`src/rtl/y86_pkg.sv`:
```
// Shared y86 encodings and types for the execute-stage condition logic.
package y86_pkg;

    // Instruction codes used by the execute stage
    localparam logic [3:0] INOP    = 4'h1;
    localparam logic [3:0] IRRMOVQ = 4'h2;
    localparam logic [3:0] IOPQ    = 4'h6;
    localparam logic [3:0] IJXX    = 4'h7;

    // Register id meaning "no register"
    localparam logic [3:0] RNONE = 4'hF;

    // Condition selects carried in ifun for jXX/cmovXX
    localparam logic [3:0] C_YES = 4'h0;
    localparam logic [3:0] C_LE  = 4'h1;
    localparam logic [3:0] C_L   = 4'h2;
    localparam logic [3:0] C_E   = 4'h3;
    localparam logic [3:0] C_NE  = 4'h4;
    localparam logic [3:0] C_GE  = 4'h5;
    localparam logic [3:0] C_G   = 4'h6;

    // Architectural condition codes
    typedef struct packed {
        logic of;
        logic zf;
        logic sf;
    } cc_t;

    localparam cc_t CC_RESET = '{of: 1'b0, zf: 1'b1, sf: 1'b0};

endpackage

```
`src/rtl/cond_eval.sv`:
```
// Combinational jXX/cmovXX condition evaluation from the CC flags.
module cond_eval
    import y86_pkg::*;
(
    input  logic [3:0] ifun,
    input  logic       of,
    input  logic       zf,
    input  logic       sf,
    output logic       cnd
);

    logic lt;

    // Decode the condition select against the flags; unused selects never fire
    always_comb begin
        lt  = sf ^ of;
        cnd = 1'b0;
        case (ifun)
            C_YES:   cnd = 1'b1;
            C_LE:    cnd = lt | zf;
            C_L:     cnd = lt;
            C_E:     cnd = zf;
            C_NE:    cnd = ~zf;
            C_GE:    cnd = ~lt;
            C_G:     cnd = ~lt & ~zf;
            default: cnd = 1'b0;
        endcase
    end

endmodule

```
`src/rtl/cc_cond_stage.sv`:
```
// Execute-stage CC register, condition evaluation, cmov dstE nulling and E->M register.
module cc_cond_stage
    import y86_pkg::*;
#(
    parameter int unsigned WIDTH = 64
) (
    input  logic             clk,
    input  logic             reset,
    input  logic             e_valid,
    input  logic [3:0]       e_icode,
    input  logic [3:0]       e_ifun,
    input  logic [WIDTH-1:0] alu_y,
    input  logic             alu_of,
    input  logic             alu_zf,
    input  logic             alu_sf,
    input  logic [WIDTH-1:0] e_valA,
    input  logic [3:0]       e_dstE,
    input  logic [3:0]       e_dstM,
    input  logic             m_exc,
    input  logic             w_exc,
    input  logic             m_stall,
    input  logic             m_bubble,
    output logic             cc_of,
    output logic             cc_zf,
    output logic             cc_sf,
    output logic             e_cnd,
    output logic             M_valid,
    output logic [3:0]       M_icode,
    output logic             M_cnd,
    output logic [WIDTH-1:0] M_valE,
    output logic [WIDTH-1:0] M_valA,
    output logic [3:0]       M_dstE,
    output logic [3:0]       M_dstM
);

    cc_t              cc_q, cc_d;
    logic             set_cc;
    logic [3:0]       e_dste_final;

    logic             m_valid_q, m_valid_d;
    logic [3:0]       m_icode_q, m_icode_d;
    logic             m_cnd_q, m_cnd_d;
    logic [WIDTH-1:0] m_vale_q, m_vale_d;
    logic [WIDTH-1:0] m_vala_q, m_vala_d;
    logic [3:0]       m_dste_q, m_dste_d;
    logic [3:0]       m_dstm_q, m_dstm_d;

    // Condition is always evaluated on the registered CC, never the live ALU flags
    cond_eval u_cond_eval (
        .ifun (e_ifun),
        .of   (cc_q.of),
        .zf   (cc_q.zf),
        .sf   (cc_q.sf),
        .cnd  (e_cnd)
    );

    // CC write: only a real OPq with no younger-stage exception commits its flags
    always_comb begin
        set_cc = e_valid & (e_icode == IOPQ) & ~m_exc & ~w_exc;
        cc_d   = cc_q;
        if (set_cc) begin
            cc_d = '{of: alu_of, zf: alu_zf, sf: alu_sf};
        end
    end

    // CC flops ignore stall/bubble so the committed OPq is never lost
    always_ff @(posedge clk) begin
        if (reset) begin
            cc_q <= CC_RESET;
        end else begin
            cc_q <= cc_d;
        end
    end

    // A cmov whose condition fails writes nothing
    always_comb begin
        e_dste_final = ((e_icode == IRRMOVQ) && !e_cnd) ? RNONE : e_dstE;
    end

    // E->M next state: bubble beats stall; an empty E slot loads a NOP
    always_comb begin
        m_valid_d = m_valid_q;
        m_icode_d = m_icode_q;
        m_cnd_d   = m_cnd_q;
        m_vale_d  = m_vale_q;
        m_vala_d  = m_vala_q;
        m_dste_d  = m_dste_q;
        m_dstm_d  = m_dstm_q;
        if (m_bubble || (!m_stall && !e_valid)) begin
            m_valid_d = 1'b0;
            m_icode_d = INOP;
            m_cnd_d   = 1'b0;
            m_vale_d  = '0;
            m_vala_d  = '0;
            m_dste_d  = RNONE;
            m_dstm_d  = RNONE;
        end else if (!m_stall) begin
            m_valid_d = 1'b1;
            m_icode_d = e_icode;
            m_cnd_d   = e_cnd;
            m_vale_d  = alu_y;
            m_vala_d  = e_valA;
            m_dste_d  = e_dste_final;
            m_dstm_d  = e_dstM;
        end
    end

    // E->M pipeline register with synchronous reset to NOP
    always_ff @(posedge clk) begin
        if (reset) begin
            m_valid_q <= 1'b0;
            m_icode_q <= INOP;
            m_cnd_q   <= 1'b0;
            m_vale_q  <= '0;
            m_vala_q  <= '0;
            m_dste_q  <= RNONE;
            m_dstm_q  <= RNONE;
        end else begin
            m_valid_q <= m_valid_d;
            m_icode_q <= m_icode_d;
            m_cnd_q   <= m_cnd_d;
            m_vale_q  <= m_vale_d;
            m_vala_q  <= m_vala_d;
            m_dste_q  <= m_dste_d;
            m_dstm_q  <= m_dstm_d;
        end
    end

    assign cc_of   = cc_q.of;
    assign cc_zf   = cc_q.zf;
    assign cc_sf   = cc_q.sf;
    assign M_valid = m_valid_q;
    assign M_icode = m_icode_q;
    assign M_cnd   = m_cnd_q;
    assign M_valE  = m_vale_q;
    assign M_valA  = m_vala_q;
    assign M_dstE  = m_dste_q;
    assign M_dstM  = m_dstm_q;

endmodule

```
`config.mk`:
```
export PLATFORM = sky130hd
export DESIGN_NAME = cc_cond_stage
export DESIGN_NICKNAME = d
export VERILOG_FILES = /design/src/rtl/y86_pkg.sv /design/src/rtl/cond_eval.sv /design/src/rtl/cc_cond_stage.sv
export SDC_FILE = /design/constraint.sdc
export NUM_CORES = 1
export LEC_CHECK = 0
export CAP_MARGIN = 25
export CORE_UTILIZATION = 25
export DETAILED_ROUTE_END_ITERATION = 6
export SKIP_CTS_REPAIR_TIMING = 1
export SLEW_MARGIN = 10
export SYNTH_ARGS = -nofsm -noshare
export SYNTH_HDL_FRONTEND = slang
export SYNTH_SLANG_ARGS = --single-unit
```
`constraint.sdc`:
```
create_clock -name clk -period 1.5 [get_ports clk]
set_input_delay 0.3 -clock clk [delete_from_list [all_inputs] [get_ports clk]]
set_output_delay 0.3 -clock clk [all_outputs]
set_load 0.03 [all_outputs]
```
==> results of run 1 <==
[flip-flops by register name (all words and copies together), names as in the netlist]
signal   count
M_valA      64
M_valE      64
M_dstE       4
M_dstM       4
M_icode      4
M_cnd        1
M_valid      1
cc_of        1
cc_sf        1
cc_zf        1
[through the flow]
| step | util (%) | setup slack (ns) | area, um^2 |
|---|---|---|---|
| after global routing | 48.8 | -0.503 | 9900 |
| after CTS | 46.9 | -0.489 | 9520 |
| after global placement | 43.5 | -0.520 | 8840 |
| after detailed placement | 43.5 | -0.551 | 8840 |
| after floorplan | - | 0.0136 | 5220 |
| final | 48.8 | -0.395 | 9900 |
[critical path, cell delays in order (launching register included)]
cell and delay (ns):
dfxtp_2 0.34, or2b_1 0.25, a211oi_2 0.25, or2_4 0.17, nor2_4 0.04, buf_12 0.13
[how the worst max path moves through the flow]
stage / start / end / slack (ns) / cells past startpoint
finish: cc_zf / e_cnd / -0.40 / 5
global route: cc_zf / e_cnd / -0.50 / 5
CTS: cc_sf / e_cnd / -0.49 / 5
detailed placement: e_ifun[0] / M_dstE[2] / -0.55 / 6
global placement: e_ifun[0] / M_dstE[2] / -0.52 / 6
floorplan: cc_zf / e_cnd / 0.01 / 4
[final cells by class]
type	instances	area (um^2)
diodes	1	2.50
fillers	1918	10400
repair buffers	338	3790
inverters	4	15.0
clock buffers	18	450
multi-input cells	312	2170
well taps	270	338
flip-flops and latches	145	2910
clock inverters	12	229
[layer usage]
metal	GRT usage (%)	wire length (um)	part of all wire [%]
met5	0	0	0
met4	5.68	268	1.6
met3	7.25	1860	11
met2	24.8	7420	45
met1	17.7	6940	42
[logic make-up (layout without fill, tap and decap cells)]
group,count (synthesis),in the layout
buffers and inverters,35,372
and+or+nand+nor,158,158
other,0,1
DFF,145,145
xor gates and xnor gates,1,1
AOI/OAI and AO/OA,14,14
muxes,139,139
[power groups by stage]
stage | Sequential [mW] | Clock, mW | Combinational, mW
after global routing | 4.01 | 5.24 | 1.49
after floorplan | 4.30 | 0 | 0.412
after global placement | 4.09 | 0 | 1.41
after CTS | 4.01 | 5.05 | 1.42
after detailed placement | 4.09 | 0 | 1.42
final | 4.00 | 4.91 | 1.40
[cells in the final DEF (no fill, tap or decap), drive strengths merged, types with 5 or more instances in the layout]
cell / synthesis / final
nor2: 141 / 141
clkdlybuf4s50: 0 / 150
bufinv: 0 / 6
nand2: 6 / 6
clkbuf: 4 / 19
inv: 4 / 6
dlymetal6s2s: 0 / 141
mux2i: 138 / 138
a21oi: 5 / 5
buf: 27 / 46
dfxtp: 145 / 145
==> impl_results.md, run 1 <==
* Pwr dens at 1040 nW/um^2
* Commonest cells post-synth: 145 x dfxtp_1, 141 x nor2_1, 138 x mux2i_1
* Tot Pwr at 10.3 mW
* Internal power at 7.95 mW
* Final setup viols at 5
* Sequential area share after synthesis at a little under three fifths
* Die Y at roughly 150 um
* R2R cell count at 7
* Sw Ratio at between 20% and 30%
* Pleak at 6.29 nW
* Via density at approximately 4.1
* Skew final at around 0.0034 ns
* Total Wirelength at between 15 and 20 mm
* Synth Area in Compound Gates at 2.00%
* Die area at ~21000 um^2
* Placed cell count at between 1k and 1.5k
* R2r setup slk at -0.04 ns
* Area delta synth->final at 90.7%
* Ys async rst share at 0%
* Fin. max-slew vios at 0
* Site Rows at 52
* Worst EP arrival at between 1.5 and 2 ns
* Hold Crit Start: m_stall
* Routed length per instance at 15.0 um
* Setup TNS at -0.512 ns
* # IOs at 300
* Top cells by area, synth: dfxtp_1 56%, mux2i_1 27%, nor2_1 10%
* Required @ worst endpoint at 1.20 ns
* Sequential share of power at ~39%
* Cell taking the most area after synthesis: dfxtp_1
* Worst-case clock buffer depth at 2
* R2R Path End: M_dstE[2]
* RSZ-0062 raised after global routing: true
* CTS Buf Count at 17
* Cells after Synth at between 400 and 500
* Htree depth at 4
* Failing checks: negative setup slack
* Synth Register Bits at ~150
* Share of cells above drive strength 1 at between 10% and 20%
* Vias at 4557
* DP HPWL at 12.0 mm
* Final net count at between 900 and 1k
* Top_reg_cell synth: dfxtp_1
* Destination of the worst hold path: M_cnd
* Yosys warning count at 0
* Crit-path max FO at 4
* Outcome: complete, but fails checks
* Main combinational cell family by area after synthesis: multiplexers
* Hold Vio Cnt, Final at 0
* Max-capacitance violation count at 0
* Psw at ~2.4 mW
* Initial Util at between 20% and 30%
* Antenna-violating nets left at 0
* Combinational share of power at 13.5%
* Top-count cell post-synth: dfxtp_1
* CTS Root Cell: clkbuf_16
* Synth top area share at 55.9%
* Initial antenna violation count at 1
* VDD IR max at about 0.7 mV
* I/O Buffers at 299
* Hold WS at ~0.21 ns
* Area share of fa/ha/maj cells after synthesis at 0%
* Post-synthesis simple-gate area fraction at roughly an eighth
* GRT overflow at 0
* Hold depth at 3
* Finished Layout Cells at between 1k and 1.5k
* WS Path Type: reg -> out
* Period minus WS final at between 1.5 and 2 ns
* EDFF count, synth at 0
* Final setup margin at -0.395 ns
* Final period utilization at 126%
* CTS clk-pin slew, worst paths at 0.06 ns
* GP Congestion at 0.718
* Max Clk Rate at around 530 MHz
* Global-route wire length before repair at 25.4 mm
* Largest net degree at the start of global routing at 66
* Number of global-route vias before repair at 4559
* Clock share of power at between 40% and 50%
* CTS Sinks at 145
* Max_slew headroom at between 60% and 70%
* Drt drc at 0
* Post-synthesis mux area share at 26.9%
* Synthesized cell area at between 5000 and 6000 um^2
* Drt pass-1 iters at 4
* CTS tree: built
* Hold Crit Class: in -> reg
* Crit end category: output port
* Initial detailed-routing violation count at between 80 and 90
* Die Width at around 150 um
* Core box area at between 20000 and 25000 um^2
* Mean Syn Cell Area at about 11 um^2
* All-layer global routing usage at between 15 and 20%
* Clk Latency, worst-skew pair at approximately 0.41 ns
* Number of distinct library cells after synthesis at 26
* Worst r2r src: cc_zf
* Xor and xnor fraction of the mapped netlist area at less than 1%
* Post-Syn Nets at approximately 650
* Worst Setup Start Kind: flip-flop
* Worst Max-Slew Pin Slew at about 0.48 ns
Power figures use the tool's default switching activity.
==> run 2, diff against run 1 <==
Settings changed: CAP_MARGIN 25 to 10.
==> results of run 2 <==
Final layout, timing and power as in run 1 (identical DEF).
==> run 3, diff against run 2 <==
Settings changed: CORE_ASPECT_RATIO from default to 1.2, CORE_UTILIZATION 25 to 38, PLACE_DENSITY from default to 0.8, REMOVE_ABC_BUFFERS from default to 1.
==> run 3 against run 2 <==
The run still ends with negative setup slack left; largest cell class unchanged; first-iteration DRC count rose by 94%; critical path depth did not move; power fell by 1.5%; worst hold slack improved by 0.078 ns; die area fell by 34%; sequential share of layout area rose by 0.85 points; utilization rose by 23 points.
==> impl_results.md, run 3 (synthesis gave the netlist of run 1 again) <==
* Outcome: complete, but fails checks
* Failing checks: negative setup slack
* Final period utilization at 131%
* Finished Layout Cells at just under 1k
* Delay-heaviest family, CP: simple AND/OR/NAND/NOR gates
* Buf+Inv Stages, Crit Path at 1
* Period minus WS final at about 2 ns
* CTS Buf Count at 17
* Crit end category: output port
* Via density at 4.79
* Die Y at 130 um
* Clk Latency, worst-skew pair at between 0.4 and 0.5 ns
* Hold Crit Class: in -> reg
* DP HPWL at between 10 and 15 mm
* Commonest non-fill, non-tap cell in the layout: clkdlybuf4s50_1
* Share of cells above drive strength 1 at under 10%
* Max Clk Rate at between 500 and 600 MHz
* Number of global-route vias before repair at ~5.0k
* Initial detailed-routing violation count at roughly 170
* Fin. max-slew vios at 0
* Most frequent cells in the layout: 151 x clkdlybuf4s50_1, 144 x dfxtp_1, 144 x dlymetal6s2s_1, 140 x nor2_1, 138 x mux2i_1
* Clock share of power at between 40% and 50%
* CTS tree: built
* Required @ worst endpoint at between 1 and 1.5 ns
* Drt pass-1 iters at 4
* Multi-input gate area in the final layout at approximately 2200 um^2
* Largest net degree at the start of global routing at 49
* GP Congestion at 0.830
* Routed length per instance at roughly 17 um
* Max incr delay on CP at about 0.35 ns
* Antenna-violating nets left at 0
* Site Rows at between 40 and 50
* Die area at 14100 um^2
* Final setup viols at 6
* Internal power at 7.91 mW
* Hold Vio Cnt, Final at 0
* Worst EP arrival at approximately 1.7 ns
* Placed cell area at between 8000 and 9000 um^2
* VDD IR max at a little under 0.7 mV
* Worst Max-Slew Pin Slew at between 0.3 and 0.4 ns
* Htree depth at 4
* GRT overflow at 0
* Final setup margin at -0.461 ns
* Crit-path max FO at 4
* Pwr dens at 1060 nW/um^2
* CTS clk-pin slew, worst paths at approximately 0.060 ns
* CTS Root Cell: clkbuf_16
* Total Wirelength at between 15 and 20 mm
* CP cell instances: or2b_1, a211oi_2, or2_4, nor2_4, buf_6
* Psw at 2.24 mW
* Die Width at approximately 110 um
* Vias at 4735
* Fillers at 932
* Sw Ratio at ~22%
* Sequential share of power at roughly two fifths
* Design area at about 9600 um^2
* Antenna diodes at 0
* Final net count at ~960
* Placed cell count at ~950
* Core box area at roughly 13000 um^2
* Pleak at ~6.2 nW
* Skew final at between 0.008 and 0.009 ns
* Hold WS at ~0.29 ns
* Max_slew headroom at about three quarters
* Initial Util at about two fifths
* CTS Sinks at 145
* WS Path Type: reg -> out
* RSZ-0062 raised after global routing: true
* Combinational share of power at 13.6%
* Initial antenna violation count at 0
* Global-route wire length before repair at ~25 mm
* Max-capacitance violation count at 0
* Drt drc at 0
* # IOs at 300
* Area delta synth->final at 85.0%
* I/O Buffers at 299
* All-layer global routing usage at 22.9%
* Worst Setup Start Kind: flip-flop
* Storage cell area at around 2900 um^2
* Slowest cell on crit path: dfxtp_4
* Worst-case clock buffer depth at 2
## run 3: metrics by stage
| stage | power, mW | TNS, ns | setup WS, ns | util [%] |
|---|---|---|---|---|
| 6_report | 10.1 | -1.21 | -0.461 | 72.3 |
| 5_1_grt | 10.5 | -1.41 | -0.525 | 72.3 |
| 4_1_cts | 10.2 | -37.39 | -0.516 | 68.9 |
| 3_5_place_dp | 5.46 | -20.47 | -0.532 | 63.9 |
| 3_3_place_gp | 5.43 | -16.50 | -0.442 | 63.9 |
| 2_1_floorplan | 4.64 | -854.78 | -6.43 | - |
## run 3: final timing paths
check	from	end	slack, ns	depth (start not counted)
hold / removal	m_stall	M_cnd	0.29	3
setup / recovery	cc_zf	e_cnd	-0.46	5
hold reg to reg	M_valid	M_valid	0.45	2
setup reg to reg	cc_zf	M_dstE[3]	-0.17	6
## run 3: per-layer routing
metal | GRT usage [%] | routed length, um | vias up
li1 | - | - | 2282
met1 | 21.4 | 5750 | 2176
met2 | 44.0 | 9510 | 217
met3 | 6.49 | 1160 | 60
met4 | 13.1 | 822 | 0
met5 | 0 | 0 | -
## run 3: power by group through the flow
stage	sequential, mW	combinational [mW]	clock [mW]
floorplan	4.30	0.336	0
global placement	4.09	1.34	0
detailed placement	4.10	1.36	0
CTS	4.02	1.37	4.83
global route	4.02	1.46	5.01
finish	4.01	1.38	4.75
## run 3: final cells by class
type                    count  share of cell area [%]
repair buffers            328                    37.8
flip-flops and latches    145                    30.3
multi-input cells         312                    22.7
clock buffers              21                    4.79
well taps                 168                    2.19
clock inverters            10                    2.15
inverters                   4                   0.156
## run 3: worst register-to-register path, delay by kind of cell (launching register included)
family | cells | cell delay, ns
flip-flops | 1 | 0.35
AO/OA/AOI/OAI | 3 | 0.66
multiplexers | 1 | 0.27
buffers and inverters | 2 | 0.26
